[src/rtl/uart_cmd_rx.sv]
// UART 8N1 receiver (optional odd parity) packing bytes MSB-first into CMD_WIDTH-bit commands on valid/ready.
// Define UART_RX_TIMEOUT_EN to discard partial commands after an inter-byte idle timeout.
module uart_cmd_rx #(
  parameter int CLK_FREQ  = 50000000,
  parameter int BAUD      = 115200,
  parameter int CMD_WIDTH = 16,
  parameter int PARITY_EN = 1
) (
  input  logic                 clk,
  input  logic                 rst_n,
  input  logic                 rx,
  output logic [CMD_WIDTH-1:0] cmd_out,
  output logic                 cmd_vld,
  input  logic                 cmd_rdy,
  output logic                 parity_err,
  output logic                 frame_err,
  output logic                 overrun
);

  localparam int BIT_CNT = CLK_FREQ / BAUD;
  localparam int NBYTES  = CMD_WIDTH / 8;
  localparam int CW      = (BIT_CNT > 2) ? $clog2(BIT_CNT) : 1;
  localparam int BW      = (NBYTES > 1) ? $clog2(NBYTES) : 1;

  localparam logic [CW-1:0] BIT_LAST  = CW'(BIT_CNT - 1);
  localparam logic [CW-1:0] HALF_LAST = CW'(BIT_CNT / 2 - 1);
  localparam logic [BW-1:0] BYTE_LAST = BW'(NBYTES - 1);

`ifdef UART_RX_TIMEOUT_EN
  localparam int TO_CYCLES = 2 * NBYTES * 11 * BIT_CNT;
  localparam int TW        = $clog2(TO_CYCLES);
  localparam logic [TW-1:0] TO_LAST = TW'(TO_CYCLES - 1);
  logic [TW-1:0] to_cnt;
`endif

  typedef enum logic [2:0] {
    S_IDLE,
    S_START,
    S_DATA,
    S_PARITY,
    S_STOP,
    S_BREAK
  } state_t;

  state_t               state;
  logic                 rx_meta, rxs, rxs_d;
  logic [CW-1:0]        baud_cnt;
  logic [2:0]           bit_idx;
  logic [7:0]           data_sr;
  logic                 par_bad;
  logic [BW-1:0]        byte_idx;
  logic [CMD_WIDTH-1:0] cmd_sr;
  logic                 cmd_done;
  logic                 fall;

  assign fall = rxs_d & ~rxs;

  // Synchroniser resets to the idle-high line level so reset release never looks like a start edge.
  always_ff @(posedge clk or negedge rst_n) begin
    if (!rst_n) begin
      rx_meta <= 1'b1;
      rxs     <= 1'b1;
      rxs_d   <= 1'b1;
    end else begin
      // NOTE: non-blocking assignments so each flop captures the pre-edge value of its neighbour.
      rx_meta <= rx;
      rxs     <= rx_meta;
      rxs_d   <= rxs;
    end
  end

  always_ff @(posedge clk or negedge rst_n) begin
    if (!rst_n) begin
      state      <= S_IDLE;
      baud_cnt   <= '0;
      bit_idx    <= '0;
      data_sr    <= '0;
      par_bad    <= 1'b0;
      byte_idx   <= '0;
      cmd_sr     <= '0;
      cmd_done   <= 1'b0;
      cmd_out    <= '0;
      cmd_vld    <= 1'b0;
      parity_err <= 1'b0;
      frame_err  <= 1'b0;
      overrun    <= 1'b0;
`ifdef UART_RX_TIMEOUT_EN
      to_cnt     <= '0;
`endif
    end else begin
      parity_err <= 1'b0;
      frame_err  <= 1'b0;
      overrun    <= 1'b0;
      cmd_done   <= 1'b0;

      // A completion coinciding with a handshake replaces the accepted command without a gap.
      if (cmd_done) begin
        if (!cmd_vld || cmd_rdy) begin
          cmd_out <= cmd_sr;
          cmd_vld <= 1'b1;
        end else begin
          overrun <= 1'b1;
        end
      end else if (cmd_vld && cmd_rdy) begin
        cmd_vld <= 1'b0;
      end

      case (state)
        S_IDLE: begin
          baud_cnt <= '0;
          if (fall) begin
            state <= S_START;
`ifdef UART_RX_TIMEOUT_EN
            to_cnt <= '0;
`endif
          end
`ifdef UART_RX_TIMEOUT_EN
          else if (byte_idx != '0) begin
            if (to_cnt == TO_LAST) begin
              to_cnt   <= '0;
              byte_idx <= '0;
            end else begin
              to_cnt <= to_cnt + TW'(1);
            end
          end else begin
            to_cnt <= '0;
          end
`endif
        end

        S_START: begin
          if (baud_cnt == HALF_LAST) begin
            baud_cnt <= '0;
            bit_idx  <= '0;
            par_bad  <= 1'b0;
            state    <= rxs ? S_IDLE : S_DATA;
          end else begin
            baud_cnt <= baud_cnt + CW'(1);
          end
        end

        S_DATA: begin
          if (baud_cnt == BIT_LAST) begin
            baud_cnt <= '0;
            data_sr  <= {rxs, data_sr[7:1]};
            bit_idx  <= bit_idx + 3'd1;
            if (bit_idx == 3'd7) state <= (PARITY_EN != 0) ? S_PARITY : S_STOP;
          end else begin
            baud_cnt <= baud_cnt + CW'(1);
          end
        end

        S_PARITY: begin
          if (baud_cnt == BIT_LAST) begin
            baud_cnt <= '0;
            par_bad  <= (rxs != ~^data_sr);
            state    <= S_STOP;
          end else begin
            baud_cnt <= baud_cnt + CW'(1);
          end
        end

        S_STOP: begin
          if (baud_cnt == BIT_LAST) begin
            baud_cnt <= '0;
            state    <= S_IDLE;
            if (!rxs) begin
              frame_err <= 1'b1;
              byte_idx  <= '0;
              state     <= S_BREAK;
            end else if (par_bad) begin
              parity_err <= 1'b1;
              byte_idx   <= '0;
            end else begin
              cmd_sr <= CMD_WIDTH'({cmd_sr, data_sr});
              if (byte_idx == BYTE_LAST) begin
                byte_idx <= '0;
                cmd_done <= 1'b1;
              end else begin
                byte_idx <= byte_idx + BW'(1);
              end
            end
          end else begin
            baud_cnt <= baud_cnt + CW'(1);
          end
        end

        S_BREAK: begin
          if (rxs) state <= S_IDLE;
        end

        default: state <= S_IDLE;
      endcase
    end
  end

endmodule

[config.mk]
export PLATFORM = sky130hd
export DESIGN_NAME = uart_cmd_rx
export DESIGN_NICKNAME = d
export VERILOG_FILES = /design/src/rtl/uart_cmd_rx.sv
export SDC_FILE = /design/constraint.sdc
export NUM_CORES = 1
export LEC_CHECK = 0
export ABC_AREA = 1
export CAP_MARGIN = 0
export CORE_MARGIN = 2
export CORE_UTILIZATION = 45
export CTS_BUF_LIST = sky130_fd_sc_hd__clkbuf_8
export CTS_CLUSTER_SIZE = 8
export DETAILED_ROUTE_END_ITERATION = 7
export MAX_ROUTING_LAYER = met4
export PLACE_DENSITY = 0.73
export SYNTH_ARGS = -nofsm -noshare
export SYNTH_HDL_FRONTEND = slang
export SYNTH_SLANG_ARGS = --single-unit
[constraint.sdc]
create_clock -name clk -period 1.8 [get_ports clk]
set_clock_uncertainty 0.15 [all_clocks]
set_input_delay 0.45 -clock clk [delete_from_list [all_inputs] [get_ports clk]]
set_output_delay 0.45 -clock clk [all_outputs]
set_load 0.05 [all_outputs]
==> impl_metrics.csv <==
group,metric,value,unit
status,status,"completed",
global_route,grt-ovfl-total,0,
setup_path,cp-start-kind,"flop",
logic_synthesis,synth_compound_area_share,4.19,%
pwr,p_leak,0.00195,µW
logic_synthesis,ys_ff_latch,65,
floorplan,num_io_pins,24,
logic_synthesis,muxShareOfSynthArea,6.15,%
placed_design,hpwl,3870,µm
layout,diodes,0,
detailed_routing,vias_per_cell,5.12,
layout,fin_cells,439,
setup_path,crit_type,"reg -> reg",
global_route,antenna_found_initial,0,
cts,htree_levels,3,
cts,ctsRootBufferMaster,"clkbuf_8",
setup_path,worst_r2r_path_depth,9,
floorplan,die_y,84.7,µm
timing,finalCriticalPeriod,1710,ps
setup_path,critical_path.max_stage_delay,390,ps
detailed_routing,ant_nets,0,
timing,hold_viol,0,
setup_path,reg2reg_from,"baud_cnt[1]",
logic_synthesis,synth-edff-count,0,
logic_synthesis,synth_most_common_cell,"nand2_1",
logic_synthesis,synth_common_cells,"nand2_1, dfrtp_1, nand3_1",
setup_path,crit_fanout,5,
layout,fin_nets,366,
timing,rsz0062_at_grt,"yes",
detailed_routing,wl_per_cell,13.3,µm
hold_path,hold_path_class,"reg -> reg",
setup_path,path_cells,"inv_2 -> ha_1 -> nand2_1 -> nor2_4 -> nand2_4 -> nor2_8 -> nand3_2 -> nand2_1 -> nand2_1",
hold_path,min_to,"rxs",
logic_synthesis,synth-xor-area-share,1.79,%
cts,clk_pin_slew,70,ps
logic_synthesis,ys_warn_count,0,
logic_synthesis,synthAdderAreaFrac,2.14,%
detailed_routing,routed_wl,5850,µm
floorplan,initial_utilization,46.4,%
logic_synthesis,postSynthAreaPerCell,9.33,µm²
job,drv_cap,0,
cts,clk_path_buf_depth,2,
cts,cts_tree,"yes",
global_route,track_usage,17.9,%
timing,maxSlewHeadroom,73.6,%
cts,clk_latency,340,ps
logic_synthesis,synth_top_area_cell,"dfrtp_1",
floorplan,dieArea,7170,µm²
setup_path,crit_path_frequent_cell,"nand2_1",
placed_design,dpl_cell_area,3510,µm²
cts,cts_buffers,9,
logic_synthesis,yosysSeqAreaShare,55.7,%
logic_synthesis,yosysTopAreaCellShare,53.0,%
logic_synthesis,synth_top_family_by_area,"simple AND/OR/NAND/NOR gates",
timing,slew_violations,0,
logic_synthesis,synthFlopType,"dfrtp_1",
layout,fillerInstances,503,
detailed_routing,drtIter0Drc,202,
timing,fmax,584,MHz
detailed_routing,drc,0,
hold_path,hold_depth,0,
logic_synthesis,async_reset_ff_share,100,%
global_route,grt_pass1_wl,9920,µm
setup_path,r2r-end,"cmd_sr[0]",
detailed_routing,vias,2247,
logic_synthesis,yosysUniqueCellTypes,29,
setup_path,r2r_slack,90,ps
timing,worst_pin_slew,395,ps
logic_synthesis,syn_inst,314,
hold_path,min_from,"rx_meta",
setup_path,slowest_stage,"dfrtp_1",
pwr,power.total,3840,µW
timing,setup_violations,0,
cts,cts.sink_count,65,
logic_synthesis,synth.cell_area,2930,µm²
timing,period_share,95.1,%
placed_design,portBuffers,23,
detailed_routing,dr.pass1.iters,4,
floorplan,die_w,84.7,µm
layout,final_area,3840,µm²
logic_synthesis,synth_nets,323,
layout,area_delta_synth_final,31.1,%
placed_design,place_congestion,0.827,
logic_synthesis,synthTopCellsByArea,"dfrtp_1, nand2_1, nand3_1",
floorplan,core,6310,µm²
layout,drive_above_1_share,23.2,%
setup_path,critPathCaptureType,"flop",
pwr,p_per_area,999,nW/µm²
floorplan,fp-row-count,29,
logic_synthesis,yosys.area_share.simple,25.5,%
global_route,grt_pass1_vias,2190,
placed_design,dp_cells,418,
setup_path,startpoint,"baud_cnt[1]",
global_route,grt_max_degree,66,
setup_path,required,1890,ps
setup_path,worst-endpoint-arrival,1800,ps
pwr,peakVddDrop,0.000785,V
sequential cells by signal, summed over array words and instances, names as in the netlist, 3 cells and up:
name / flops
data_sr: 8
baud_cnt: 9
cmd_out: 16
cmd_sr: 16
state: 3
bit_idx: 3
critical path: cells and delay by family (launching register included):
kind | cells | cell delay, ps
and+or+nand+nor | 7 | 860
DFF | 1 | 390
adders and majority gates | 1 | 140
buffers and inverters | 1 | 80
final cells by class:
class | count | area (µm²) | area share [%]
Sequential cell | 65 | 1630 | 42.5
Timing Repair Buffer | 35 | 556 | 14.5
Inverter | 28 | 108 | 2.80
Tap cell | 77 | 96.3 | 2.51
Multi-Input combinational cell | 218 | 1210 | 31.4
Clock inverter | 7 | 119 | 3.10
Clock buffer | 9 | 124 | 3.23
power breakdown:
part | total (µW) | switching, µW | internal, µW
Sequential | 1600 | 74.7 | 1530
Clock | 1500 | 583 | 922
Combinational | 730 | 473 | 258
Total | 3840 | 1130 | 2710
how the worst max path moves through the flow:
stage	to	slack, ps
global placement	cmd_out[8]	-20
global route	cmd_sr[8]	-40
floorplan	cmd_out[0]	130
detailed placement	cmd_out[0]	-90
CTS	state[2]	3
finish	cmd_sr[0]	90
stage by stage:
stage	setup TNS, ps	setup WS, ps	util, %	hold slack [ps]
2_1_floorplan	0	131	-	4.41
3_3_place_gp	-294	-19.5	55.7	196
3_5_place_dp	-1180	-89.3	55.7	198
4_1_cts	0	2.85	59.7	209
5_1_grt	-363	-44.8	60.8	217
6_report	0	88.2	60.8	207
cells in the final DEF, fill, tap and decap left out, drive strengths merged:
cell type,Yosys,routed
nor2,15,15
clkinvlp,0,1
clkdlybuf4s50,0,2
xnor2,3,3
nor3,2,2
nand3b,1,1
dfstp,3,3
buf,4,32
a31oi,1,1
clkbuf,1,9
mux2,16,16
nand4,2,2
clkinv,0,1
nand2,107,107
inv,28,30
a21oi,1,1
ha,5,5
dlygate4sd3,0,1
bufinv,0,3
o21bai,1,1
o21ai,20,20
xor2,3,3
dfrtp,62,62
nand3,39,41
repair_timing:
action / in CTS / in global routing
buffers inserted: 0 / 2
hold buffers: 1 / 0
hold endpoints to repair: 62 / 0
gates resized for setup: 0 / 11
setup endpoints to repair: 0 / 26
logic make-up after synthesis:
logic type,Yosys count
compound gates,23
xor+xnor,6
fa+ha+maj,5
buf+inv,33
flops,65
mux,16
simple gates,166
per-layer routing:
metal  vias up  routed length [µm]  track usage, %
met2        51                2940            27.5
met4         0                  59            7.50
met1      1085                2630            23.1
met3         4                 227            4.13
li1       1107                   -               -
met5         -                   0               -
(Power assumes the default switching activity.)
